## config.mk

```make
export PLATFORM = sky130hd
export DESIGN_NAME = arbitro_unidade_logica
export DESIGN_NICKNAME = d
export VERILOG_FILES = /design/src/rtl/arbitro_unidade_logica_pkg.sv /design/src/rtl/arbitro_unidade_logica_unidade_logica.sv /design/src/rtl/arbitro_unidade_logica.sv
export SDC_FILE = /design/constraint.sdc
export NUM_CORES = 1
export LEC_CHECK = 0
export BUFFER_PORTS_ARGS = -buffer_cell sky130_fd_sc_hd__buf_2
export CORE_MARGIN = 2
export CORE_UTILIZATION = 49
export DETAILED_ROUTE_END_ITERATION = 12
export GPL_TIMING_DRIVEN = 0
export PLACE_DENSITY = 0.8
export SYNTH_ARGS = -nofsm -noshare
export SYNTH_HDL_FRONTEND = slang
export SYNTH_HIERARCHICAL = 1
export SYNTH_SLANG_ARGS = --single-unit
```

## constraint.sdc

```tcl
create_clock -name Clock -period 2.7 [get_ports Clock]
set_input_delay 0.135 -clock Clock [delete_from_list [all_inputs] [get_ports Clock]]
set_output_delay 0.135 -clock Clock [all_outputs]
set_load 0.02 [all_outputs]
```

## src/rtl/arbitro_unidade_logica_pkg.sv

```systemverilog
// Shared types and default sizes for the logic-unit arbiter and its
// shared bitwise unit.
package pacote_unidade_logica;

  localparam int NUM_REQ_PADRAO = 4;
  localparam int LARGURA_PADRAO = 8;

  typedef enum logic [1:0] {
    OP_AND  = 2'b00,
    OP_OR   = 2'b01,
    OP_XOR  = 2'b10,
    OP_NAND = 2'b11
  } opcode_t;

  typedef enum logic [1:0] {
    OCIOSO  = 2'b00,
    EXECUTA = 2'b01,
    ENTREGA = 2'b10
  } estado_t;

endpackage

```

## src/rtl/arbitro_unidade_logica_unidade_logica.sv

```systemverilog
// Combinational bitwise logic unit (AND/OR/XOR/NAND). One instance is the
// resource that the arbiter time-shares between requesters.
module unidade_logica
  import pacote_unidade_logica::*;
#(
  parameter int LARGURA = LARGURA_PADRAO
) (
  input  logic [LARGURA-1:0] A,
  input  logic [LARGURA-1:0] B,
  input  opcode_t            Op,
  output logic [LARGURA-1:0] Y
);

  // Pure bitwise operation selected by the opcode; no carry chain.
  always_comb begin
    Y = '0;
    case (Op)
      OP_AND:  Y = A & B;
      OP_OR:   Y = A | B;
      OP_XOR:  Y = A ^ B;
      OP_NAND: Y = ~(A & B);
      default: Y = '0;
    endcase
  end

endmodule

```

## src/rtl/arbitro_unidade_logica.sv

```systemverilog
// Arbiter/sequencer for the shared bitwise logic unit. Grants one requester,
// latches its operands, registers the unit output and returns it tagged with
// the requester index.
// Build option: ARBITRO_ROUND_ROBIN_EN selects round-robin arbitration;
// without it the lowest requesting index always wins.
module arbitro_unidade_logica
  import pacote_unidade_logica::*;
#(
  parameter  int NUM_REQ = NUM_REQ_PADRAO,
  parameter  int LARGURA = LARGURA_PADRAO,
  localparam int ID_W    = $clog2(NUM_REQ)
) (
  input  logic                       Clock,
  input  logic                       Reset,
  input  logic [NUM_REQ-1:0]         Req,
  input  logic [NUM_REQ*LARGURA-1:0] Operando1,
  input  logic [NUM_REQ*LARGURA-1:0] Operando2,
  input  logic [NUM_REQ*2-1:0]       Operacao,
  output logic [NUM_REQ-1:0]         Grant,
  output logic [LARGURA-1:0]         Resultado,
  output logic                       ResultadoValido,
  output logic [ID_W-1:0]            ResultadoId,
  output logic                       Ocupado
);

  estado_t              estado;
  logic [ID_W-1:0]      vencedor;
  logic                 achou;
  logic                 aceita;
  logic [NUM_REQ-1:0]   grant_novo;
  logic [LARGURA-1:0]   op_a;
  logic [LARGURA-1:0]   op_b;
  opcode_t              op_sel;
  logic [ID_W-1:0]      id_lat;
  logic [LARGURA-1:0]   y;

`ifdef ARBITRO_ROUND_ROBIN_EN
  logic [ID_W-1:0]      ponteiro;
  int                   idx_busca;

  // Round-robin search: first requester at or after the pointer, wrapping.
  always_comb begin
    vencedor  = '0;
    achou     = 1'b0;
    idx_busca = 0;
    for (int k = 0; k < NUM_REQ; k++) begin
      idx_busca = (int'(ponteiro) + k) % NUM_REQ;
      if (!achou && Req[idx_busca]) begin
        achou    = 1'b1;
        vencedor = ID_W'(idx_busca);
      end
    end
  end
`else
  // Fixed priority: the lowest requesting index wins.
  always_comb begin
    vencedor = '0;
    achou    = 1'b0;
    for (int k = 0; k < NUM_REQ; k++) begin
      if (!achou && Req[k]) begin
        achou    = 1'b1;
        vencedor = ID_W'(k);
      end
    end
  end
`endif

  // Requests are only sampled in OCIOSO and ENTREGA; EXECUTA ignores them.
  assign aceita     = ((estado == OCIOSO) || (estado == ENTREGA)) && (|Req);
  assign grant_novo = NUM_REQ'(1) << vencedor;

  unidade_logica #(
    .LARGURA (LARGURA)
  ) u_unidade_logica (
    .A  (op_a),
    .B  (op_b),
    .Op (op_sel),
    .Y  (y)
  );

  // Operand latch: captures the winner's slices on the accepting edge only.
  always_ff @(posedge Clock) begin
    if (aceita) begin
      op_a   <= Operando1[vencedor*LARGURA +: LARGURA];
      op_b   <= Operando2[vencedor*LARGURA +: LARGURA];
      op_sel <= opcode_t'(Operacao[vencedor*2 +: 2]);
      id_lat <= vencedor;
    end
  end

  // Sequencing FSM with registered Grant/result/status outputs.
  always_ff @(posedge Clock or posedge Reset) begin
    if (Reset) begin
      estado          <= OCIOSO;
      Grant           <= '0;
      Resultado       <= '0;
      ResultadoValido <= 1'b0;
      ResultadoId     <= '0;
      Ocupado         <= 1'b0;
`ifdef ARBITRO_ROUND_ROBIN_EN
      ponteiro        <= '0;
`endif
    end else begin
      Grant           <= '0;
      ResultadoValido <= 1'b0;
      case (estado)
        OCIOSO, ENTREGA: begin
          if (aceita) begin
            Grant   <= grant_novo;
            estado  <= EXECUTA;
            Ocupado <= 1'b1;
`ifdef ARBITRO_ROUND_ROBIN_EN
            ponteiro <= (vencedor == ID_W'(NUM_REQ - 1)) ? '0 : vencedor + 1'b1;
`endif
          end else begin
            estado  <= OCIOSO;
            Ocupado <= 1'b0;
          end
        end
        EXECUTA: begin
          Resultado       <= y;
          ResultadoValido <= 1'b1;
          ResultadoId     <= id_lat;
          estado          <= ENTREGA;
          Ocupado         <= 1'b1;
        end
        default: begin
          estado  <= OCIOSO;
          Ocupado <= 1'b0;
        end
      endcase
    end
  end

endmodule

```

; Word-level counts from Yosys, hierarchy flattened
; Cells that the tools add are included.
[totals]
reg_bits = 38
out_inout_bits = 16
wordCells = 49
[classes]
eq_ne = 5
shifts = 4
n_mux = 14
bitwise = 4
n_reduce_logical = 12
[ops]
columns = cell, n
row1 = $shiftx A32 B6 Y8, 2
row2 = $pmux W8 S4, 1
row3 = $and A8 B8 Y8, 1
row4 = $mux W4, 2
row5 = $not A8 Y8, 1
row6 = $or A8 B8 Y8, 1
row7 = $shiftx A8 B4 Y2, 1
row8 = $xor A8 B8 Y8, 1
row9 = $mux W1, 7
row10 = $eq A2 B2 Y1 const B, 3
row11 = $eq A2 B1 Y1 const B, 2
row12 = $logic_and A1 B1 Y1, 4
row13 = $logic_not A2 Y1, 2
row14 = $mux W2, 2
row15 = $pmux W2 S2, 1
row16 = $reduce_or A4 Y1, 1
row17 = $shl A1 B2 Y4 const A, 1
row18 = $logic_not A1 Y1, 3
row19 = $pmux W1 S2, 1
row20 = $reduce_or A2 Y1, 1
row21 = $logic_or A1 B1 Y1, 1

; Depth between registers and ports, before layout
[logic_depth]
word_depth = 13
mapped_depth = 5

; Cells and area by module
; The synthesis kept the hierarchy.
[modules_own_cells]
columns = module, instances, cells_each, area_per_inst_um2, seq_area_each_um2
row1 = arbitro_unidade_logica, 1, 151, 1831.8, 1026.0
row2 = unidade_logica, 1, 59, 553.0, 0.0

; Worst setup path after synthesis
; OpenSTA, ideal clock, no wires.
[synth_timing]
path_kind = reg-to-reg
from = reg estado[0]
to = reg id_lat[0] (enable)
setup_time_ns = 0.406
arrival_ns = 1.481
required_ns = 2.294
slack_ns = 0.813
path_stages_with_launch = 2
path_buffers = 0
path_cell_list = dfrtp_1 -> a21oi_1
[synth_via]
elab_chain_len = 3
elab_cells_between_ends = 4
[synth_lines]
columns = item, line
row1 = "start, declared", arbitro_unidade_logica.sv:26  ; estado_t estado;
row2 = "start signal, assigned", arbitro_unidade_logica.sv:94  ; estado <= OCIOSO;
row3 = "start signal, assigned", arbitro_unidade_logica.sv:110  ; estado <= EXECUTA;
row4 = "start signal, assigned", arbitro_unidade_logica.sv:116  ; estado <= OCIOSO;
row5 = $eq A2 B2 Y1 / $logic_not A2 Y1 (equally long branches), arbitro_unidade_logica.sv:69  ; assign aceita = ((estado == OCIOSO) || (estado == ENTREGA)) && (|Req);
row6 = $logic_or A1 B1 Y1 *, arbitro_unidade_logica.sv:69
row7 = $logic_and A1 B1 Y1 *, arbitro_unidade_logica.sv:69
row8 = net aceita, arbitro_unidade_logica.sv:29  ; logic aceita;
row9 = "end signal, assigned", arbitro_unidade_logica.sv:87  ; id_lat <= vencedor;
row10 = "end, declared", arbitro_unidade_logica.sv:34  ; logic [ID_W-1:0] id_lat;
; Mark *: on every way through the listed nets, which the timed path passes. The rest lies on a longest branch.
; A chain may end at the register's enable or synchronous reset.

; Worst setup path in the final report
[layout_timing]
from = reg estado[0]
to = reg Resultado[0]
[layout_via]
elab_chain_len = 1
[layout_lines]
columns = item, line
row1 = $eq A2 B1 Y1, arbitro_unidade_logica.sv:106  ; case (estado)
row2 = "end signal, assigned", arbitro_unidade_logica.sv:121  ; Resultado <= y;
row3 = "end, declared", arbitro_unidade_logica.sv:20  ; output logic [LARGURA-1:0] Resultado,
; No other way between the ends.

==> results.yml <==
global_routing:
  grt_max_degree: 18
  grt_pass1_wl_mm: 8.72
  grt_overflow_total: 0
  first_global_vias: 1894
  antenna_found_initial: 0
  track_usage: 0.213
hold_path:
  min_to: "op_a[4]"
  hold_depth: 2
  worstHoldStart: "Operando1[28]"
  hp-class: "input port to register"
setup_path:
  crit-reg2reg-launch: "estado[0]"
  cp_max_fo: 10
  critical_path_arrival_ns: 1.71
  worst-r2r-setup-slack_ns: 1.15
  critPathKind: "register to register"
  r2r-end: "Resultado[0]"
  crit_path_start_kind: "register"
  required_ns: 2.87
  endpoint_kind: "register"
  r2r_cells: 3
placement:
  gp_congestion: 0.868
  dp_hpwl_mm: 4.34
  dp_cells: 371
  port_buffers: 93
final_layout:
  num-fill-cells: 384
  fin_cells: 380
  final_nets: 406
  drive_gt1_frac: 0.425
  areaGrowthSynthToFinish_pct: 27.5
  antenna_cells: 0
clock_network:
  root_buffer: "clkbuf_8"
  cts_resized: 0
  cts_tree: "built"
  clkTransAtPathRegs_ns: 0.08
  cts_buffers: 5
  clk_path_buf_depth: 2
  cts_max_level: 2
  clk_latency_ns: 0.29
  numClockSinks: 37
sta:
  final.period_utilization: 0.573
  min_period_ns: 1.55
  maxSlewHeadroom: 0.555
  clock_skew_ns: 0.0104
  setup_viol: 0
  final_hold_viol_count: 0
  tightest_slew_ns: 0.666
  rsz0062_at_grt: "false"
  setup_tns_ns: 0
  fmax_mhz: 647
  maxSlewViolCount: 0
logic_synthesis:
  ys_seq_elements: 37
  ys_warn_count: 6
  yosys.area.top_type: "edfxtp_1"
  syn_area_um2: 2380
  yosys.area.top_type_share: 0.252
  ys_top_cells_by_count: "20 x edfxtp_1, 19 x a21oi_1, 19 x inv_1, 19 x nand2_1, 18 x a221o_1"
  ys_dominant_reg_cell: "edfxtp_1"
  synth_area_leaders: "edfxtp_1 25%, dfrtp_1 18%, ha_1 8.4%, a221o_1 7.6%, mux2_2 7.6%"
  yosys.cell_types.count: 26
  postSynthAreaPerCell_um2: 11.4
  synth_edf_count: 20
  seq_area_frac_synth: 0.430
  netlist_instances: 210
  synthMostInstantiatedCell: "edfxtp_1"
  synthArstFlopShare: 0.459
  synth_fp_nets: 304
die:
  fp.dieH_um: 73.8
  ios: 94
  start_util: 0.505
  die-area_um2: 5440
  die_x_um: 73.8
  rows: 25
  coreArea_um2: 4720
detailed_routing:
  drc: 0
  dr.pass1.iters: 4
  drt_iter0_drc: 80
  ant_nets: 0
  wl_per_cell_um: 14.5
  viasPerCell: 5.20
  totalWireLength_mm: 5.51
  num_vias: 1976
outcome:
  status: "finished, final reports clean"
power_and_ir_drop:
  vdd_drop_max_mv: 0.269
  power_leakage_uw: 0.00148
  powerDensity_nw_per_um2: 629
job:
  maxCapViolCount: 0
worst max-delay path by stage:
stage	startpoint	endpoint	slack (ns)	depth (start not counted)
3_5_place_dp	estado[0]	Resultado[0]	1.17	3
6_report	estado[0]	Resultado[0]	1.15	3
4_1_cts	estado[0]	Resultado[0]	1.15	3
2_1_floorplan	estado[0]	id_lat[0]	0.81	1
3_3_place_gp	estado[0]	op_a[2]	0.41	1
5_1_grt	estado[0]	Resultado[0]	1.05	3
worst max-delay path, cell delays in order (launching register included):
cell and delay, ns:
dfrtp_1 0.48, nor2b_1 0.27, buf_2 0.31, mux2_2 0.37
registers in the layout, summed over array words and instances, names as in the netlist:
register / flops
op_b: 8
Resultado: 8
Grant: 4
ResultadoValido: 1
op_sel: 2
Ocupado: 1
ResultadoId: 2
op_a: 8
id_lat: 2
estado: 1
cell usage in the layout (no fill, tap or decap), drive strengths merged:
cell type,synthesis,layout
dlygate4sd3,0,1
a21o,1,1
nand2,19,19
a22o,1,1
nand3b,5,5
nor2,4,4
nand2b,1,1
ha,16,16
and2,2,2
a221o,18,18
nor2b,4,4
edfxtp,20,20
mux2i,16,16
buf,10,104
inv,19,19
nand4bb,12,12
dfrtp,17,17
nor3,1,1
clkinv,0,2
or2,1,1
a21oi,19,19
clkbuf,6,12
mux2,18,18
timing repair:
action	CTS	global route
endpoints found under the setup margin	0	0
hold buffers	1	0
endpoints found under the hold margin	17	0
buffers inserted	0	0
metrics by stage:
stage	util	hold WS [ns]	setup WS, ns	cell area [um2]	total power [uW]
final	0.644	0.152	1.15	3040	1910
after global routing	0.644	0.146	1.05	3040	2040
after CTS	0.644	0.141	1.15	3040	1930
after detailed placement	0.624	0.260	1.17	2950	1560
after global placement	0.621	0.251	0.406	2930	1530
after floorplan	-	0.0611	0.813	2380	1310
kinds of logic (layout without fill, tap and decap cells):
kind of cell | after synthesis | in the layout | synth area share
multiplexers | 34 | 34 | 0.155
AND/OR/NAND/NOR | 49 | 49 | 0.134
AO/OA/AOI/OAI | 39 | 39 | 0.122
adder cells (fa/ha/maj) | 16 | 16 | 0.0839
flip-flops | 37 | 37 | 0.430
buffers and inverters | 35 | 138 | 0.0745
area by class of cell:
| class | count | area, um2 | area share |
|---|---|---|---|
| multi-input combinational | 138 | 1180 | 0.390 |
| sequential | 37 | 1030 | 0.337 |
| timing repair buffer | 95 | 487 | 0.160 |
| buffer | 16 | 106 | 0.0350 |
| tap | 67 | 83.8 | 0.0276 |
| clock buffer | 6 | 72.6 | 0.0239 |
| inverter | 19 | 71.3 | 0.0234 |
| clock inverter | 2 | 10.0 | 0.00329 |
metal layers:
layer	vias to the layer above	wire length, um	track usage
met1	930	2290	0.258
met2	68	2850	0.374
met5	-	0	0
met3	6	303	0.0480
met4	0	68	0.0667
li1	972	-	-
where the power goes:
group	switching [uW]	leakage (uW)	total (uW)	internal (uW)
registers	65.5	0.000404	822	756
clock network	189	0.0000450	368	179
logic	381	0.00103	725	344
Note: power is estimated with default switching activity, not from simulation.
